--- src/rtl/grayscale_stream_if.sv ---
// Pixel FIFO handshake bundle: RGB read side and gray write side.
// master = converter, slave = FIFOs around it.
interface grayscale_stream_if;
  logic        in_rd_en;
  logic [23:0] in_dout;
  logic        in_empty;
  logic        out_wr_en;
  logic [7:0]  out_din;
  logic        out_full;

  modport master (
    output in_rd_en,
    output out_wr_en,
    output out_din,
    input  in_dout,
    input  in_empty,
    input  out_full
  );

  modport slave (
    input  in_rd_en,
    input  out_wr_en,
    input  out_din,
    output in_dout,
    output in_empty,
    output out_full
  );
endinterface

--- src/rtl/grayscale_stream.sv ---
// RGB-to-luma converter feeding the Sobel gray FIFO.
// Two-state read/write loop with raster x/y tracking.
module grayscale_stream #(
  parameter int IMG_WIDTH  = 720,
  parameter int IMG_HEIGHT = 540
) (
  input  logic                clock,
  input  logic                reset,
  grayscale_stream_if.master  bus,
  output logic                frame_done
);

  typedef enum logic {
    S_READ  = 1'b0,
    S_WRITE = 1'b1
  } state_t;

  localparam logic [12:0] X_LAST = 13'(IMG_WIDTH - 1);
  localparam logic [12:0] Y_LAST = 13'(IMG_HEIGHT - 1);

  state_t      state;
  state_t      state_n;
  logic [7:0]  gray;
  logic [12:0] x;
  logic [12:0] y;
  logic [15:0] luma_sum;
  logic        rd_en;
  logic        wr_en;

  // Weighted luma sum; weights total 256 so 16 bits never overflow.
  always_comb begin
    luma_sum = 16'd77  * {8'd0, bus.in_dout[23:16]}
             + 16'd150 * {8'd0, bus.in_dout[15:8]}
             + 16'd29  * {8'd0, bus.in_dout[7:0]};
  end

  // State register.
  always_ff @(posedge clock or posedge reset) begin
    if (reset) begin
      state <= S_READ;
    end else begin
      state <= state_n;
    end
  end

  // Next state and FIFO strobes; strobes are held off during reset.
  always_comb begin
    state_n     = state;
    rd_en       = 1'b0;
    wr_en       = 1'b0;
    bus.out_din = gray;
    unique case (state)
      S_READ: begin
        if (!bus.in_empty && !reset) begin
          rd_en   = 1'b1;
          state_n = S_WRITE;
        end
      end
      S_WRITE: begin
        if (!bus.out_full && !reset) begin
          wr_en   = 1'b1;
          state_n = S_READ;
        end
      end
      default: state_n = S_READ;
    endcase
  end

  assign bus.in_rd_en  = rd_en;
  assign bus.out_wr_en = wr_en;

  // Capture the floored luma of the pixel being read.
  always_ff @(posedge clock or posedge reset) begin
    if (reset) begin
      gray <= 8'd0;
    end else if (rd_en) begin
      gray <= luma_sum[15:8];
    end
  end

  // Raster position; frame_done pulses after the last pixel is written.
  always_ff @(posedge clock or posedge reset) begin
    if (reset) begin
      x          <= 13'd0;
      y          <= 13'd0;
      frame_done <= 1'b0;
    end else begin
      frame_done <= 1'b0;
      if (wr_en) begin
        if (x == X_LAST) begin
          x <= 13'd0;
          if (y == Y_LAST) begin
            y          <= 13'd0;
            frame_done <= 1'b1;
          end else begin
            y <= y + 13'd1;
          end
        end else begin
          x <= x + 13'd1;
        end
      end
    end
  end

endmodule
--- src/flat_wrapper.sv ---
// flat-port wrapper written by rule: the top's interface ports become plain ports
module grayscale_stream_flat 
#(
  parameter int IMG_WIDTH  = 720,
  parameter int IMG_HEIGHT = 540
)
  (clock, reset, frame_done, bus_in_rd_en, bus_out_wr_en, bus_out_din, bus_in_dout, bus_in_empty, bus_out_full);
  grayscale_stream_if bus_i ();
  input  logic clock;
  input  logic reset;
  output logic frame_done;
  output wire logic [$bits(bus_i.in_rd_en)-1:0] bus_in_rd_en;
  output wire logic [$bits(bus_i.out_wr_en)-1:0] bus_out_wr_en;
  output wire logic [$bits(bus_i.out_din)-1:0] bus_out_din;
  input wire logic [$bits(bus_i.in_dout)-1:0] bus_in_dout;
  input wire logic [$bits(bus_i.in_empty)-1:0] bus_in_empty;
  input wire logic [$bits(bus_i.out_full)-1:0] bus_out_full;
  assign bus_in_rd_en = bus_i.in_rd_en;
  assign bus_out_wr_en = bus_i.out_wr_en;
  assign bus_out_din = bus_i.out_din;
  assign bus_i.in_dout = bus_in_dout;
  assign bus_i.in_empty = bus_in_empty;
  assign bus_i.out_full = bus_out_full;
  grayscale_stream #(.IMG_WIDTH(IMG_WIDTH), .IMG_HEIGHT(IMG_HEIGHT)) u_core (.clock(clock), .reset(reset), .bus(bus_i), .frame_done(frame_done));
endmodule
--- config.mk ---
export PLATFORM = sky130hd
export DESIGN_NAME = grayscale_stream_flat
export DESIGN_NICKNAME = d
export VERILOG_FILES = /design/src/rtl/grayscale_stream_if.sv /design/src/rtl/grayscale_stream.sv /design/src/flat_wrapper.sv
export SDC_FILE = /design/constraint.sdc
export NUM_CORES = 1
export LEC_CHECK = 0
export CAP_MARGIN = 40
export CORE_ASPECT_RATIO = 1.75
export CORE_MARGIN = 10
export CORE_UTILIZATION = 50
export DETAILED_ROUTE_END_ITERATION = 10
export GPL_TIMING_DRIVEN = 0
export MAX_ROUTING_LAYER = met4
export PLACE_DENSITY = 0.7
export SYNTH_ARGS = -nofsm -noshare
export SYNTH_HDL_FRONTEND = slang
export SYNTH_SLANG_ARGS = --single-unit
--- constraint.sdc ---
create_clock -name clock -period 2.9 [get_ports clock]
set_input_delay 0.87 -clock clock [delete_from_list [all_inputs] [get_ports clock]]
set_output_delay 0.87 -clock clock [all_outputs]
set_load 0.02 [all_outputs]
# Word level (Yosys, flattened, before mapping)
# Cells that the tools add are included.
[word_totals]
regBits = 36
wordCells = 32
[op_classes]
add_sub_neg = 4
mul = 3
eq_ne = 2
muxes = 11
bitwise = 1
n_reduce_logical = 6
[op_table]
columns = ["op", "count"]
rows = [
  ["7-bit by 8-bit multiplier with 15-bit output, first input constant", 2],
  ["13-bit by 1-bit adder with 13-bit output, second input constant", 2],
  ["13-bit by 10-bit == test with 1-bit output, second input constant", 2],
  ["13-bit two-way mux", 2],
  ["15-bit by 16-bit adder with 16-bit output", 1],
  ["16-bit by 13-bit adder with 16-bit output", 1],
  ["5-bit by 8-bit multiplier with 13-bit output, first input constant", 1],
  ["1-bit two-way mux", 8],
  ["1-bit zero test", 3],
  ["1-bit logical AND", 2],
  ["1-bit one-hot mux with 2 select lines", 1],
  ["2-bit AND reduction", 1],
  ["1-bit NOT", 1],
]

# Depth between registers and ports, before layout
# Gate-level depths: netlist of run 1.
[logic_depth]
depth_word = 5
depth_mapped = 26
mapped_depth_nobuf = 26

# Worst setup path before layout of run 1
# Ideal clock, no wire load.
[synth_timing]
kind = "input to register"
from = "input port bus_in_dout[12]"
to = "register u_core.gray[7] (netlist: u_core.bus.out_din[7])"
arrival_ps = 6363
required_time_ps = 2831
slack_ps = -3532
path_stages = 22
n_path_buf = 0
cell_sequence = "ha_1 ha_1 inv_1 fa_1 fa_1 inv_1 ha_1 xnor2_1 fa_1 fa_1 inv_1 fa_1 fa_1 inv_1 ha_1 a21oi_1 o21ai_0 a21oi_1 a21oi_1 or3_1 a21oi_1 nand3b_1"
[synth_between]
elab_chain_len = 3
[synth_lines]
columns = ["item", "line", "rtl"]
rows = [
  ["from (decl)", "flat_wrapper.sv:15", "input wire logic [$bits(bus_i.in_dout)-1:0] bus_in_dout;"],
  ["7-bit by 8-bit multiplier with 15-bit output", "grayscale_stream.sv:33", "+ 16'd150 * {8'd0, bus.in_dout[15:8]}"],
  ["15-bit by 16-bit adder with 16-bit output", "grayscale_stream.sv:33", ""],
  ["16-bit by 13-bit adder with 16-bit output", "grayscale_stream.sv:34", "+ 16'd29 * {8'd0, bus.in_dout[7:0]};"],
  ["to (signal assigned)", "grayscale_stream.sv:77", "gray <= luma_sum[15:8];"],
  ["to (decl)", "grayscale_stream.sv:23", "logic [7:0] gray;"],
]
# No other way between the ends.
# A chain may end at the register's enable or synchronous reset.

# Worst setup path in the final report of run 1
# Ends and elaborated chain as after synthesis.

==> impl_metrics.toml, run 1 <==
[global_routing]
grt_max_degree = 20
overflow = 0
antenna_found_initial = 0
track_usage_pct = 16.02
grt_pass1_wl_um = 17710
grt_pass1_vias = 3946

[timing]
slew_violations = 0
rsz0062_at_grt = "yes"
final_hold_viol_count = 0
finClkSkew_ps = 6.255
relSlewSlack_pct = 44.88
max_freq_ghz = 0.1648
fin_crit_sh_pct = 209.3
tightest_slew_ps = 825.9
finalSetupViolCount = 9
tns_ps = -23720
finalWorstPathRequiredPeriod_ps = 6069
fin_ws_ps = -3169

[worst_setup_path]
crit_path_end_kind = "register"
cp-start-kind = "input pin"
r2r_cells = 6
crit_top_cell = "fa_1"
reg2reg_to = "u_core.y[12]"
cp_max_fo = 4
cp_slowest_cell = "fa_1"
cpPeakStageDelay_ps = 510
path_cells = "buf_12 > ha_4 > ha_4 > inv_2 > fa_1 > fa_1 > inv_2 > ha_4 > xnor2_2 > fa_1 > fa_1 > inv_2 > fa_1 > fa_1 > inv_2 > ha_4 > a21oi_4 > o21ai_2 > a21oi_2 > a21oi_2 > or3_4 > a21oi_2 > nand3b_1"
reg2reg_slack_ps = 700
required_ps = 3110
setup.worst_path.class = "input pin to register"
r2r-start = "u_core.x[4]"
cp.arrival_ps = 6280

[floorplan]
die_area_um2 = 14020
ios = 39
core.rowCount = 47
coreArea_um2 = 9409
die_y_um = 149.3
fp.dieW_um = 93.91
initial_core_util_pct = 50.80

[cells_and_area]
n_fill_cell = 769
final_core_util_pct = 63.72
most-common-layout-cells = "inv_1 (87), ha_1 (69), fa_1 (54)"
area.growth.synth_to_final_pct = 25.45
nets = 713
diodes = 0
seqCellArea_um2 = 900.9
layout_commonest_cell = "inv_1"
multi_input_area_um2 = 3891
drive_above_1_share_pct = 18.20

[cts]
path_clk_slew_ps = 50
cts_hold_buf = 0
cts_tree = "yes"
clk_latency_ps = 280
htreeDepth = 2
max-clock-path-buffers = 2
cts-buffers-inserted = 5
clockRootBuffer = "clkbuf_16"
cts.sinks = 36

[detailed_routing]
route.detailed.drc = 0
drtPass1Iterations = 4
drt_iter0_drc = 57
routed_wl_um = 10350
via_per_inst = 5.300
ant_nets = 0
vias = 3530
routedWlPerCell_um = 15.53

[logic_synthesis]
synth_area_leaders = "fa_1 (23%), ha_1 (23%), dfrtp_1 (19%)"
synth-edff-count = 0
synth_fp_nets = 654
ys_dominant_reg_cell = "dfrtp_1"
yosysTopAreaCellShare_pct = 23.04
ys_async_sr_fraction_pct = 100.0
syn_inst = 485
synth_top_area_cell = "fa_1"
synth_seq_cells = 36
syn_avg_cell_area_um2 = 9.855
synth_warnings = 0
synth_area_um2 = 4780
yosys.cell_types.count = 48
seq_area_frac_synth_pct = 18.85

[status]
status = "finished with violations"
violations = "setup timing"

[min_path]
min_path_cells = 1
min_from = "u_core.x[12]"
holdPathEnd = "u_core.x[12]"
hp-class = "register to register"

[placed_design]
hpwlAfterDp_um = 8721
gp_congestion = 0.8345
port-buffer-count = 38

[run]
max-cap-violations = 0
==> layer usage <==
layer	vias to the layer above	wire (um)	track usage (%)
met2	63	6011	30.59
met3	21	226	1.815
li1	1709	-	-
met5	-	0	-
met4	0	278	6.260
met1	1737	3828	15.72
==> per-stage QoR <==
stage / instances / hold WS, ps / setup WS, ps / instance area (um^2)
6_report: 666 / 467.4 / -3169 / 5996
5_1_grt: 666 / 502.1 / -3368 / 5996
4_1_cts: 662 / 470.1 / -3158 / 5874
3_5_place_dp: 646 / 459.6 / -4167 / 5540
3_3_place_gp: 645 / 459.7 / -4144 / 5513
2_1_floorplan: 485 / 439.0 / -3079 / 4980
==> cells by family (layout without fill, tap and decap cells) <==
group | count (synthesis) | count (layout) | share of synthesized area [%]
multiplexers | 1 | 1 | 0.2094
flip-flops | 36 | 36 | 18.85
XOR/XNOR | 34 | 34 | 6.230
adder cells (fa/ha/maj) | 141 | 141 | 45.55
AND/OR/NAND/NOR | 104 | 104 | 12.43
AO/OA/AOI/OAI | 69 | 69 | 8.717
buffers and inverters | 100 | 159 | 8.011
==> critical path: cells and delay by family <==
family	cells	cell delay [ps]
compound gates	5	640
xor+xnor	1	140
simple gates	2	460
buf+inv	5	280
fa+ha+maj	10	3890
==> synthesized netlist by cell type (2+ instances only) <==
cell      count
xnor2_1      14
nand3_4       2
nor4b_1       2
o21ai_1       2
clkbuf_1      2
xor2_1       20
nor3_1        5
ha_1         86
o21ai_0      20
a211oi_1      2
nand2_1      30
a21oi_1      19
or3_1         2
a21o_1       12
inv_1        96
and2_1        2
and3_1        7
nand3_1      11
dfrtp_1      36
a221oi_1      2
nand4_1       6
a31oi_1       3
o21bai_1      3
fa_1         55
nor2_1       19
o21a_1        2
nor2b_1       3
nand2b_1      2
==> flip-flops by register name (all words and copies together) (netlist names) <==
signal / flops
u_core.frame_done: 1
u_core.x: 13
u_core.y: 13
u_core.state: 1
u_core.bus.out_din: 8
==> repair_timing <==
action	CTS	global route
pin swaps	30	20
endpoints found under the setup margin	10	10
setup buffers	11	6
resized for setup	81	26
==> layout make-up <==
type | count | area share, %
clock inverter | 1 | 0.08347
sequential | 36 | 15.03
buffer | 1 | 0.06260
tap | 122 | 2.546
multi-input combinational | 349 | 64.90
timing repair buffer | 54 | 9.119
clock buffer | 6 | 2.149
inverter | 97 | 6.114
==> worst max-delay path by stage <==
stage / from / end / cells after the start
after global routing: bus_in_dout[12] / u_core.bus.out_din[7] / 23
after floorplan: bus_in_dout[12] / u_core.bus.out_din[7] / 22
after global placement: bus_in_dout[13] / u_core.bus.out_din[7] / 27
after CTS: bus_in_dout[12] / u_core.bus.out_din[7] / 23
after detailed placement: bus_in_dout[13] / u_core.bus.out_din[7] / 27
final: bus_in_dout[12] / u_core.bus.out_din[7] / 23
Power of run 1 is not shown: default switching activity piles up to over one toggle a cycle in this logic, so the estimate is an artifact.
==> inputs of run 2 (changes only) <==
--- a/config.mk
+++ b/config.mk
@@ -10,7 +10,7 @@
 export CORE_MARGIN = 10
 export CORE_UTILIZATION = 50
 export DETAILED_ROUTE_END_ITERATION = 10
-export GPL_TIMING_DRIVEN = 0
+export GPL_TIMING_DRIVEN = 1
 export MAX_ROUTING_LAYER = met4
 export PLACE_DENSITY = 0.7
 export SYNTH_ARGS = -nofsm -noshare
==> run 2 against run 1 <==
Compared with the run above:
- the flow still finishes with violations (setup timing)
- via count grew 6.2%
- final cell count rose by 9.2%
- count of clock-buffer cells in the layout unchanged
- register-to-register slack better by 210 ps
- sequential cell count stayed put
- fmax is 1.2% lower
- design area increased by 7.0%
- die area unchanged
==> impl_metrics.toml, run 2 (synthesized netlist as in run 1, its figures left out) <==
[worst_setup_path]
required_ps = 3120
crit_path_end_kind = "register"
reg2reg_slack_ps = 910
cp.arrival_ps = 6370
cp_max_fo = 4
setup.worst_path.class = "input pin to register"
cp-start-kind = "input pin"

[global_routing]
grt_pass1_wl_um = 19020
antenna_found_initial = 0
grt_max_degree = 37
track_usage_pct = 17.34
grt_pass1_vias = 4165
overflow = 0

[timing]
tns_ps = -23860
finalWorstPathRequiredPeriod_ps = 6142
fin_ws_ps = -3242
final_hold_viol_count = 0
fin_crit_sh_pct = 211.8
rsz0062_at_grt = "yes"
slew_violations = 0
finClkSkew_ps = 3.711
relSlewSlack_pct = 68.35
max_freq_ghz = 0.1628
tightest_slew_ps = 468.1
finalSetupViolCount = 8

[cells_and_area]
diodes = 0
final_cell_count_no_fill = 727
most-common-layout-cells = "inv_1 (89), buf_4 (74), ha_1 (67)"
area.growth.synth_to_final_pct = 34.27
nets = 773
drive_above_1_share_pct = 26.61
layout_commonest_cell = "inv_1"
n_fill_cell = 726

[cts]
clockRootBuffer = "clkbuf_16"
clk_latency_ps = 290
cts-buffers-inserted = 5
cts_tree = "yes"
cts.sinks = 36
max-clock-path-buffers = 2
cts_hold_buf = 0
htreeDepth = 2
path_clk_slew_ps = 50

[floorplan]
initial_core_util_pct = 50.80
die_area_um2 = 14020
ios = 39
core.rowCount = 47
fp.dieW_um = 93.91
coreArea_um2 = 9409
die_y_um = 149.3

[detailed_routing]
vias = 3750
drtPass1Iterations = 4
routedWlPerCell_um = 15.66
routed_wl_um = 11380
drt_iter0_drc = 59
ant_nets = 0
route.detailed.drc = 0
via_per_inst = 5.158

[placed_design]
placedCellCount = 715
port-buffer-count = 38
gp_congestion = 0.8191
hpwlAfterDp_um = 9543

[min_path]
hp-class = "register to register"

[status]
status = "finished with violations"
violations = "setup timing"

[run]
max-cap-violations = 0
## run 2: timing repair
action,4_1_cts,5_1_grt
setup buffers,1,3
endpoints found under the setup margin,10,9
resized for setup,61,26
pin swaps,29,49
## run 2: layout make-up
class	count	area, um^2	share of cell area [%]
Multi-Input combinational cell	349	3885	60.54
Inverter	97	364.1	5.674
Clock inverter	2	10.01	0.1560
Clock buffer	6	138.9	2.164
Tap cell	122	152.6	2.379
Sequential cell	36	900.9	14.04
Timing Repair Buffer	115	965.9	15.05
## run 2: worst paths after layout
path / from / end / cells past startpoint
max: bus_in_dout[11] / u_core.bus.out_din[7] / 25
min: u_core.x[12] / u_core.x[12] / 1
max reg2reg: u_core.x[4] / u_core.y[9] / 7
min reg2reg: u_core.x[12] / u_core.x[12] / 1
max in group asynchronous: reset / u_core.x[11] / 3
min in group asynchronous: reset / u_core.state / 3
## run 2: critical path: stages
cell      delay [ps]
buf_4            140
ha_4             270
ha_4             200
ha_4             250
inv_1             50
fa_1             530
inv_2             60
ha_4             250
o21a_1           110
nor2_2           140
xnor2_2          130
fa_1             440
fa_1             510
inv_2             40
fa_1             460
fa_1             500
inv_2             40
ha_4             210
a21oi_2          150
o21ai_2           80
a21oi_2          160
a21oi_2          100
or3_4            410
a21oi_2          140
nand3b_1         110
## run 2: routing by layer
| metal | track usage, % | part of all wire (%) | up-vias |
|---|---|---|---|
| met5 | - | 0 | - |
| met4 | 5.191 | 2.5 | 0 |
| met3 | 2.016 | 2.4 | 24 |
| met2 | 34.03 | 60 | 57 |
| met1 | 16.80 | 35 | 1839 |
| li1 | - | - | 1830 |
## run 2: per-stage QoR
stage	utilization (%)	setup WS, ps	hold slack, ps	area [um^2]
floorplan	-	-3079	439.0	4980
finish	68.20	-3242	472.1	6417
global route	68.20	-3413	502.3	6417
global placement	64.22	-3808	465.1	6042
CTS	67.18	-3203	470.0	6321
detailed placement	64.22	-3963	459.1	6042
Power of run 2 is left out for the same reason.
==> inputs of run 3 (changes only) <==
==> constraint.sdc (replaced) <==
create_clock -name clock -period 6.8 [get_ports clock]
set_input_delay 2.04 -clock clock [delete_from_list [all_inputs] [get_ports clock]]
set_output_delay 2.04 -clock clock [all_outputs]
set_load 0.02 [all_outputs]
==> run 3 against run 2 <==
Compared with the run above:
- setup slack better by 2800 ps
- sequential cell count stayed put
- design area is 1.6% lower
- core utilization is 1.1 points lower
- register-to-register slack better by 3800 ps
- global-route usage is 0.45 points lower
- first-iteration DRC count is 25% higher
- the flow still finishes with violations (setup timing)
- critical endpoint is now u_core.bus.out_din[3]
- die area stayed put
- via count is 0.85% lower
==> impl_metrics.toml, run 3 (synthesized netlist as in run 1, its figures left out) <==
[timing]
fin_crit_sh_pct = 106.1
rsz0062_at_grt = "yes"
fin_ws_ps = -417.7
max_freq_ghz = 0.1385
slew_violations = 0
finalSetupViolCount = 7
finClkSkew_ps = 6.630
holdWs_ps = 471.5
relSlewSlack_pct = 68.44
final_hold_viol_count = 0
tightest_slew_ps = 472.9
finalWorstPathRequiredPeriod_ps = 7218

[worst_setup_path]
setup.worst_path.class = "input pin to register"
cp.arrival_ps = 7430
required_ps = 7010
crit_path_end_kind = "register"
cp_max_fo = 3
cp-start-kind = "input pin"

[floorplan]
fp.dieW_um = 93.91
die_y_um = 149.3
coreArea_um2 = 9409
die_area_um2 = 14020
core.rowCount = 47
ios = 39
initial_core_util_pct = 50.80

[cts]
path_clk_slew_ps = 50
cts.sinks = 36
clk_latency_ps = 290
cts_tree = "yes"
clockRootBuffer = "clkbuf_16"
htreeDepth = 2
cts-buffers-inserted = 5
max-clock-path-buffers = 2

[cells_and_area]
seqCellArea_um2 = 900.9
layout_commonest_cell = "inv_1"
area.growth.synth_to_final_pct = 32.07
drive_above_1_share_pct = 24.62
n_fill_cell = 763
fin_area_um2 = 6312
most-common-layout-cells = "inv_1 (89), ha_1 (65), buf_4 (56)"
diodes = 0
multi_input_area_um2 = 3900
nets = 757

[detailed_routing]
drt_iter0_drc = 74
routedWlPerCell_um = 15.53
ant_nets = 0
drtPass1Iterations = 4
routed_wl_um = 11040
via_per_inst = 5.229
route.detailed.drc = 0
vias = 3718

[global_routing]
grt_pass1_wl_um = 18620
use_met1_pct = 16.00
track_usage_pct = 16.89
use_met3_pct = 2.369
grt_pass1_vias = 4138
overflow = 0
busiest_layer = "met2"
met2_usage_pct = 32.47
antenna_found_initial = 0
grt_max_degree = 25

[placed_design]
gp_congestion = 0.8595
port-buffer-count = 38
hpwlAfterDp_um = 9439
place_area_um2 = 5914

[status]
status = "finished with violations"
violations = "setup timing"

[run]
max-cap-violations = 0

[min_path]
hp-class = "register to register"
run 3: changes by cell type in the layout (fill, tap and decap cells not counted), moves of 2 or more:
cell             delta
buf_4              -18
buf_6               +2
clkdlybuf4s50_1     +3
clkinv_2            -2
ha_1                -2
ha_2                +2
or3_1               +2
or3_4               -2
run 3: worst max-delay path, cell delays in order:
cell	delay, ps
buf_6	100
ha_4	230
ha_4	260
inv_2	30
fa_1	450
fa_1	510
inv_2	50
ha_4	250
xnor2_2	140
fa_1	490
fa_1	480
inv_1	50
fa_1	490
fa_1	520
inv_2	50
ha_4	220
a21oi_2	140
o21ai_2	80
a21oi_2	170
buf_4	140
nand2_4	50
buf_4	140
buf_6	110
xnor2_2	110
o21ai_1	120
run 3: per-stage QoR:
step | worst slack [ps] | utilization, % | TNS [ps] | instances
floorplan | -349.1 | - | -998.0 | 485
global placement | -1089 | 62.86 | -7289 | 698
detailed placement | -1228 | 62.86 | -8153 | 698
CTS | -523.3 | 65.12 | -2823 | 708
global route | -557.4 | 67.09 | -3005 | 711
finish | -417.7 | 67.09 | -2083 | 711
run 3: what timing repair did:
item / in CTS / in global routing
endpoints found under the setup margin: 8 / 8
pin swaps: 26 / 39
hold buffers: 0 / 0
gates resized for setup: 38 / 44
buffers inserted: 2 / 3
run 3: path summary, 6_finish.rpt:
check	cells past startpoint	slack (ps)	from	endpoint
min in group asynchronous	2	2160	reset	u_core.bus.out_din[4]
hold reg to reg	1	470	u_core.x[12]	u_core.x[12]
max in group asynchronous	3	3960	reset	u_core.x[11]
setup / recovery	25	-420	bus_in_dout[14]	u_core.bus.out_din[3]
hold / removal	1	470	u_core.x[12]	u_core.x[12]
setup reg to reg	6	4690	u_core.x[4]	u_core.y[12]
run 3: layout make-up:
cell class	instances	area share [%]
flip-flops and latches	36	14.27
inverters	97	5.768
clock inverters	1	0.1189
repair buffers	99	13.38
clock buffers	7	2.260
multi-input cells	349	61.78
well taps	122	2.418
run 3: layer usage:
metal | wire [um] | vias to the layer above
li1 | - | 1798
met1 | 3892 | 1814
met2 | 6379 | 76
met3 | 350 | 30
met4 | 418 | 0
met5 | 0 | -
Power of run 3 is left out for the same reason.
